===== src/rtl/axi4lite_sub_regs.sv =====
// AXI4-Lite subordinate register file: independent write (AW/W/B) and read (AR/R)
// FSMs over a bank of 32-bit registers, with read-only slots backed by ro_data.
module axi4lite_sub_regs #(
    parameter int                  C_S_AXI_ADDR_WIDTH = 6,
    parameter int                  NUM_REGS           = 12,
    parameter logic [NUM_REGS-1:0] RO_MASK            = 12'h0F0
) (
    input  logic                          S_AXI_ACLK,
    input  logic                          S_AXI_ARESET,
    input  logic [C_S_AXI_ADDR_WIDTH-1:0] S_AXI_AWADDR,
    input  logic [2:0]                    S_AXI_AWPROT,
    input  logic                          S_AXI_AWVALID,
    output logic                          S_AXI_AWREADY,
    input  logic [31:0]                   S_AXI_WDATA,
    input  logic [3:0]                    S_AXI_WSTRB,
    input  logic                          S_AXI_WVALID,
    output logic                          S_AXI_WREADY,
    output logic [1:0]                    S_AXI_BRESP,
    output logic                          S_AXI_BVALID,
    input  logic                          S_AXI_BREADY,
    input  logic [C_S_AXI_ADDR_WIDTH-1:0] S_AXI_ARADDR,
    input  logic [2:0]                    S_AXI_ARPROT,
    input  logic                          S_AXI_ARVALID,
    output logic                          S_AXI_ARREADY,
    output logic [31:0]                   S_AXI_RDATA,
    output logic [1:0]                    S_AXI_RRESP,
    output logic                          S_AXI_RVALID,
    input  logic                          S_AXI_RREADY,
    input  logic [32*NUM_REGS-1:0]        ro_data,
    output logic [32*NUM_REGS-1:0]        reg_out,
    output logic [NUM_REGS-1:0]           wr_pulse,
    output logic [1:0]                    wr_state_dbg,
    output logic                          rd_state_dbg
);
    localparam int IW = C_S_AXI_ADDR_WIDTH - 2;
    localparam logic [1:0] RESP_OKAY   = 2'b00;
    localparam logic [1:0] RESP_SLVERR = 2'b10;
    localparam logic [1:0] RESP_DECERR = 2'b11;

    typedef enum logic [1:0] {W_IDLE, W_DATA, W_RESP} w_state_t;
    typedef enum logic       {R_IDLE, R_RESP}         r_state_t;

    w_state_t            w_state;
    r_state_t            r_state;
    logic [IW-1:0]       waddr_idx;
    logic [IW-1:0]       r_idx;
    logic [31:0]         regs [NUM_REGS];
    logic [NUM_REGS-1:0] w_hit;
    logic                w_in_range;
    logic                w_is_ro;
    logic                r_in_range;
    logic [31:0]         r_word;
    logic                unused_bits;

    // A transfer happens on every rising edge where VALID and READY are both high;
    // VALID/READY and payload are registered and held until that edge.
    assign wr_state_dbg = w_state;
    assign rd_state_dbg = r_state;
    assign r_idx        = S_AXI_ARADDR[C_S_AXI_ADDR_WIDTH-1:2];
    assign unused_bits  = ^{S_AXI_AWPROT, S_AXI_ARPROT, S_AXI_AWADDR[1:0],
                            S_AXI_ARADDR[1:0], ro_data};

    always_comb begin
        w_hit      = '0;
        w_in_range = 1'b0;
        w_is_ro    = 1'b0;
        r_in_range = 1'b0;
        r_word     = '0;
        for (int i = 0; i < NUM_REGS; i++) begin
            if (waddr_idx == IW'(i)) begin
                w_hit[i]   = 1'b1;
                w_in_range = 1'b1;
                w_is_ro    = RO_MASK[i];
            end
            if (r_idx == IW'(i)) begin
                r_in_range = 1'b1;
                r_word     = RO_MASK[i] ? ro_data[32*i +: 32] : regs[i];
            end
        end
    end

    always_comb begin
        reg_out = '0;
        for (int i = 0; i < NUM_REGS; i++) begin
            reg_out[32*i +: 32] = RO_MASK[i] ? 32'h0 : regs[i];
        end
    end

    always_ff @(posedge S_AXI_ACLK) begin
        if (S_AXI_ARESET) begin
            w_state       <= W_IDLE;
            S_AXI_AWREADY <= 1'b0;
            S_AXI_WREADY  <= 1'b0;
            S_AXI_BVALID  <= 1'b0;
            S_AXI_BRESP   <= RESP_OKAY;
            waddr_idx     <= '0;
            wr_pulse      <= '0;
            for (int i = 0; i < NUM_REGS; i++) regs[i] <= '0;
        end else begin
            wr_pulse <= '0;
            case (w_state)
                W_IDLE: begin
                    if (S_AXI_AWREADY && S_AXI_AWVALID) begin
                        waddr_idx     <= S_AXI_AWADDR[C_S_AXI_ADDR_WIDTH-1:2];
                        S_AXI_AWREADY <= 1'b0;
                        S_AXI_WREADY  <= 1'b1;
                        w_state       <= W_DATA;
                    end else begin
                        S_AXI_AWREADY <= 1'b1;
                    end
                end
                W_DATA: begin
                    if (S_AXI_WVALID) begin
                        S_AXI_WREADY <= 1'b0;
                        S_AXI_BVALID <= 1'b1;
                        w_state      <= W_RESP;
                        if (!w_in_range) begin
                            S_AXI_BRESP <= RESP_DECERR;
                        end else if (w_is_ro) begin
                            S_AXI_BRESP <= RESP_SLVERR;
                        end else begin
                            S_AXI_BRESP <= RESP_OKAY;
                            wr_pulse    <= w_hit;
                            for (int i = 0; i < NUM_REGS; i++) begin
                                for (int b = 0; b < 4; b++) begin
                                    if (w_hit[i] && S_AXI_WSTRB[b])
                                        regs[i][8*b +: 8] <= S_AXI_WDATA[8*b +: 8];
                                end
                            end
                        end
                    end
                end
                W_RESP: begin
                    // AWREADY comes back together with the B handshake.
                    if (S_AXI_BREADY) begin
                        S_AXI_BVALID  <= 1'b0;
                        S_AXI_BRESP   <= RESP_OKAY;
                        S_AXI_AWREADY <= 1'b1;
                        w_state       <= W_IDLE;
                    end
                end
                default: w_state <= W_IDLE;
            endcase
        end
    end

    always_ff @(posedge S_AXI_ACLK) begin
        if (S_AXI_ARESET) begin
            r_state       <= R_IDLE;
            S_AXI_ARREADY <= 1'b0;
            S_AXI_RVALID  <= 1'b0;
            S_AXI_RDATA   <= '0;
            S_AXI_RRESP   <= RESP_OKAY;
        end else begin
            case (r_state)
                R_IDLE: begin
                    if (S_AXI_ARREADY && S_AXI_ARVALID) begin
                        S_AXI_ARREADY <= 1'b0;
                        S_AXI_RVALID  <= 1'b1;
                        S_AXI_RDATA   <= r_word;
                        S_AXI_RRESP   <= r_in_range ? RESP_OKAY : RESP_DECERR;
                        r_state       <= R_RESP;
                    end else begin
                        S_AXI_ARREADY <= 1'b1;
                    end
                end
                R_RESP: begin
                    if (S_AXI_RREADY) begin
                        S_AXI_RVALID  <= 1'b0;
                        S_AXI_RDATA   <= '0;
                        S_AXI_RRESP   <= RESP_OKAY;
                        S_AXI_ARREADY <= 1'b1;
                        r_state       <= R_IDLE;
                    end
                end
                default: r_state <= R_IDLE;
            endcase
        end
    end
endmodule

===== config.mk =====
export PLATFORM = sky130hd
export DESIGN_NAME = axi4lite_sub_regs
export DESIGN_NICKNAME = d
export VERILOG_FILES = /design/src/rtl/axi4lite_sub_regs.sv
export SDC_FILE = /design/constraint.sdc
export NUM_CORES = 1
export LEC_CHECK = 0
export CORE_AREA = 5 5 339 341
export DETAILED_ROUTE_END_ITERATION = 6
export DIE_AREA = 0 0 344 346
export PLACE_DENSITY = 0.37
export SLEW_MARGIN = 20
export SYNTH_ARGS = -nofsm -noshare
export SYNTH_HDL_FRONTEND = slang
export SYNTH_SLANG_ARGS = --single-unit

===== constraint.sdc =====
create_clock -name S_AXI_ACLK -period 2 [get_ports S_AXI_ACLK]
set_input_delay 0.5 -clock S_AXI_ACLK [delete_from_list [all_inputs] [get_ports S_AXI_ACLK]]
set_output_delay 0.5 -clock S_AXI_ACLK [all_outputs]
set_load 0.01 [all_outputs]

==> parameters.txt <==
Parameter                              Value

Clock tree
  CTS Buf Count    43
  Clock edge transition at the registers on the reported setup and hold paths    0.06 ns
  Level count of the clock H-tree    2
  Number of clock sinks    315
  Clock network latency to the later pin of the worst-skew pair    0.60 ns
  CTS tree    built
  Master cell of the clock root buffer    sky130_fd_sc_hd__clkbuf_16
  Maximum clock insertion buffer count    3

GRT
  Remaining global-route overflow    0
  Antenna violations before repair    12
  Maximum number of pins on one net before global-route repair    43
  Wire length of the first global-routing pass    126 mm
  Number of global-route vias before repair    approximately 15000
  All-Layer GR Usage    between 10% and 20%

STA
  Maximum achievable frequency    509 MHz
  Final setup skew    0.0170 ns
  Setup TNS    0 ns
  Final critical-path share of the clock period    98.3%
  Worst-case headroom to the max-slew limit    63.3%
  Final Hold Violating Endpoints    0
  Pins Over Slew Limit    0
  Number of failing setup endpoints in the final timing report    0
  Slew of the pin with the lowest slew margin    ~0.54 ns
  Final min period    1.97 ns

Final layout
  Area used by multi-input combinational logic    6440 um2
  Footprint of the flip-flops and latches    ~9000 um2
  Leading cell type in the layout, fill and taps excluded    sky130_fd_sc_hd__dlygate4sd2_1
  Most used cells in the layout excluding fill and tap cells    sky130_fd_sc_hd__dlygate4sd2_1, sky130_fd_sc_hd__edfxtp_1, sky130_fd_sc_hd__nor2_1
  Net count reported at finish    ~2700
  Fin cells    3796
  Layout overhead on the synthesized area    59.8%
  Count of filler cells inserted in the layout    ~12000
  Layout cell share with drive strength beyond 1    18.3%

Pwr
  Clock share of power    a little over two fifths
  Leak    approximately 11 nW
  Cell internal pwr    0.0134 W
  PD cells    slightly above 700 nW/um2
  Switching share of total power    between 20% and 30%
  Combinational power share    roughly 17%
  Switching Power    0.00531 W
  Worst vdd ir    0.521 mV
  Flop pwr share    about two fifths

Worst setup path
  Worst reg2reg path startpoint    waddr_idx[2]
  WP data required    approximately 1.5 ns
  Count of buffer and inverter cells on the critical path    1
  Slowest cell on the critical path    sky130_fd_sc_hd__dlygate4sd2_1
  RR Endpoint    regs[2][8]
  Critical Path Source Type    register
  Arrival time at the worst endpoint    1.47 ns
  Crit path max-delay family    buffers and inverters
  Highest fanout seen on the critical path    2
  Setup slack of the most critical reg-to-reg path    0.14 ns
  Largest incremental delay on the critical path    about 0.53 ns
  Startpoint-to-endpoint class of the critical path    reg2out
  Kind of end point of the critical path    output port
  Sequence of cells on the critical path    dlygate4sd2_1
  Worst Reg-to-Reg Cells    7

Drt
  Via count    15004
  Final wirelength    94.5 mm
  Number of nets with antenna violations after routing    0
  DRC violations left    0
  Starting DRT DRC Count    1039
  WL/cell    24.9 um
  Drt via density    3.95
  Drt first pass iters    5

Synthesis
  Fraction of post-synthesis cell area in the top cell type by area    47.0%
  Syn_area_per_cell    10.6 um2
  Most used DFF post-synth    sky130_fd_sc_hd__edfxtp_1
  Sequential share of the synthesized area    54.2%
  Post-synth EDFFs    256
  Cells after synthesis    1548
  Post-synthesis register bit count    315
  Area leader, netlist    sky130_fd_sc_hd__edfxtp_1
  Post-synthesis cell area    16400 um2
  Synth top area cells    sky130_fd_sc_hd__edfxtp_1, sky130_fd_sc_hd__dfxtp_1, sky130_fd_sc_hd__buf_4, sky130_fd_sc_hd__nor2_1, sky130_fd_sc_hd__mux2i_1
  Number of unique standard cell types used by synthesis    63
  Number of warnings reported in the yosys synthesis log    0
  Proportion of synthesized flip-flops having asynchronous set or reset    0%

Floorplan
  Total number of placement rows    123
  Vertical die dimension    346 um
  Starting Density    14.7%
  I/O pin count    885
  Die width    344 um
  Die Outline Area    119000 um2
  Core outline area    112000 um2

Placed design
  Number of placed cells counting well taps    between 3000 and 4000
  # port buffers    490
  HPWL after detailed placement    75.6 mm
  RePlAce Congestion    0.847

Job
  Max Cap Viol    0

Min path
  Worst hold path stage count    2
  Startpoint of the tightest hold check path    S_AXI_ARESET
  Hold WC Path Type    in2reg
  Worst hold path endpoint    S_AXI_RVALID

Run status
  Outcome    finished, final reports clean
[state kept, by name, indices dropped and copies added, names as in the netlist]
register	cells
S_AXI_BRESP	2
wr_pulse	12
S_AXI_WREADY	1
S_AXI_RDATA	32
S_AXI_RVALID	1
S_AXI_AWREADY	1
waddr_idx	4
S_AXI_ARREADY	1
rd_state_dbg	1
S_AXI_BVALID	1
wr_state_dbg	2
regs	256
S_AXI_RRESP	1
[cell families (layout without fill, tap and decap cells)]
| family | count (synthesis) | in the layout | share of synthesized area, % |
|---|---|---|---|
| AND/OR/NAND/NOR | 487 | 487 | 13.8 |
| AO/OA/AOI/OAI | 363 | 363 | 14.7 |
| flip-flops | 315 | 315 | 54.2 |
| buffers and inverters | 271 | 884 | 10.2 |
| multiplexers | 111 | 111 | 7.08 |
| other | 1 | 136 | 0.0229 |
[layout make-up]
cell class | count | area share [%]
clock inverters | 23 | 0.928
diodes | 4 | 0.0383
clock buffers | 57 | 4.56
repair buffers | 766 | 28.2
well taps | 1500 | 7.18
inverters | 38 | 0.546
multi-input cells | 1093 | 24.6
flip-flops and latches | 315 | 33.9
[power groups by stage]
stage               registers (W)  clock network (W)  logic [W]
global route              0.00766            0.00840    0.00339
global placement          0.00779                  0    0.00336
CTS                       0.00764            0.00816    0.00322
finish                    0.00763            0.00794    0.00318
detailed placement        0.00780                  0    0.00336
floorplan                 0.00781                  0    0.00126
[cell usage after synthesis (2+ instances only)]
| master | instances |
|---|---|
| sky130_fd_sc_hd__o211ai_1 | 2 |
| sky130_fd_sc_hd__clkbuf_1 | 43 |
| sky130_fd_sc_hd__buf_4 | 139 |
| sky130_fd_sc_hd__o21a_1 | 2 |
| sky130_fd_sc_hd__nand3_1 | 17 |
| sky130_fd_sc_hd__o22a_1 | 19 |
| sky130_fd_sc_hd__a221o_1 | 7 |
| sky130_fd_sc_hd__nand2b_1 | 71 |
| sky130_fd_sc_hd__inv_1 | 37 |
| sky130_fd_sc_hd__a31oi_1 | 11 |
| sky130_fd_sc_hd__o22ai_1 | 6 |
| sky130_fd_sc_hd__buf_6 | 9 |
| sky130_fd_sc_hd__a211o_1 | 4 |
| sky130_fd_sc_hd__edfxtp_1 | 256 |
| sky130_fd_sc_hd__nor4_1 | 6 |
| sky130_fd_sc_hd__o21bai_1 | 4 |
| sky130_fd_sc_hd__a222oi_1 | 2 |
| sky130_fd_sc_hd__o221ai_1 | 29 |
| sky130_fd_sc_hd__a2bb2oi_1 | 8 |
| sky130_fd_sc_hd__mux2_2 | 26 |
| sky130_fd_sc_hd__o21ai_1 | 24 |
| sky130_fd_sc_hd__a21oi_1 | 106 |
| sky130_fd_sc_hd__nand3b_1 | 27 |
| sky130_fd_sc_hd__a21o_1 | 4 |
| sky130_fd_sc_hd__a32oi_1 | 2 |
| sky130_fd_sc_hd__a211oi_1 | 23 |
| sky130_fd_sc_hd__mux2i_1 | 83 |
| sky130_fd_sc_hd__nor2_1 | 235 |
| sky130_fd_sc_hd__a311oi_1 | 3 |
| sky130_fd_sc_hd__dfxtp_1 | 59 |
| sky130_fd_sc_hd__nor2b_1 | 9 |
| sky130_fd_sc_hd__nor3b_1 | 2 |
| sky130_fd_sc_hd__and3_1 | 4 |
| sky130_fd_sc_hd__o21ai_0 | 60 |
| sky130_fd_sc_hd__nor3_1 | 17 |
| sky130_fd_sc_hd__o2bb2ai_1 | 2 |
| sky130_fd_sc_hd__nand2_1 | 89 |
| sky130_fd_sc_hd__buf_2 | 40 |
| sky130_fd_sc_hd__o31a_1 | 19 |
| sky130_fd_sc_hd__a221oi_1 | 19 |
[layer usage]
metal  track usage (%)  wire (um)
met5                 0         57
met4              4.81       3320
met3              4.14       7400
met2              25.2      44000
met1              19.0      39800
[how the worst max path moves through the flow]
stage	cells past startpoint	end	from	slack (ns)
after floorplan	6	regs[0][16]	S_AXI_WVALID	-0.05
after global placement	7	S_AXI_RDATA[2]	S_AXI_ARADDR[5]	-0.86
after detailed placement	8	S_AXI_RDATA[26]	S_AXI_ARADDR[5]	-0.58
after CTS	1	reg_out[66]	regs[0][66]	0.003
after global routing	1	wr_pulse[5]	wr_pulse[5]	-0.001
final	1	S_AXI_RDATA[2]	S_AXI_RDATA[2]	0.03
[per-stage QoR]
stage | area [um2] | hold slack, ns | util (%) | power [W] | worst slack [ns]
4_1_cts | 26100 | 0.259 | 23.4 | 0.0190 | 0.00275
3_3_place_gp | 24900 | 0.446 | 22.3 | 0.0112 | -0.860
2_1_floorplan | 16900 | 0.472 | - | 0.00908 | -0.0455
6_report | 26100 | 0.299 | 23.4 | 0.0188 | 0.0346
3_5_place_dp | 24900 | 0.449 | 22.3 | 0.0112 | -0.577
5_1_grt | 26100 | 0.304 | 23.4 | 0.0195 | -0.00134
[repair_timing]
| item | 4_1_cts | 5_1_grt |
|---|---|---|
| pin swaps | 0 | 0 |
| setup endpoints to repair | 308 | 11 |
| gates resized for setup | 314 | 5 |
| setup buffers | 23 | 0 |
| hold buffers | 0 | 0 |
| endpoints found under the hold margin | 0 | 0 |
No activity file was read; power rests on OpenSTA's default activity.
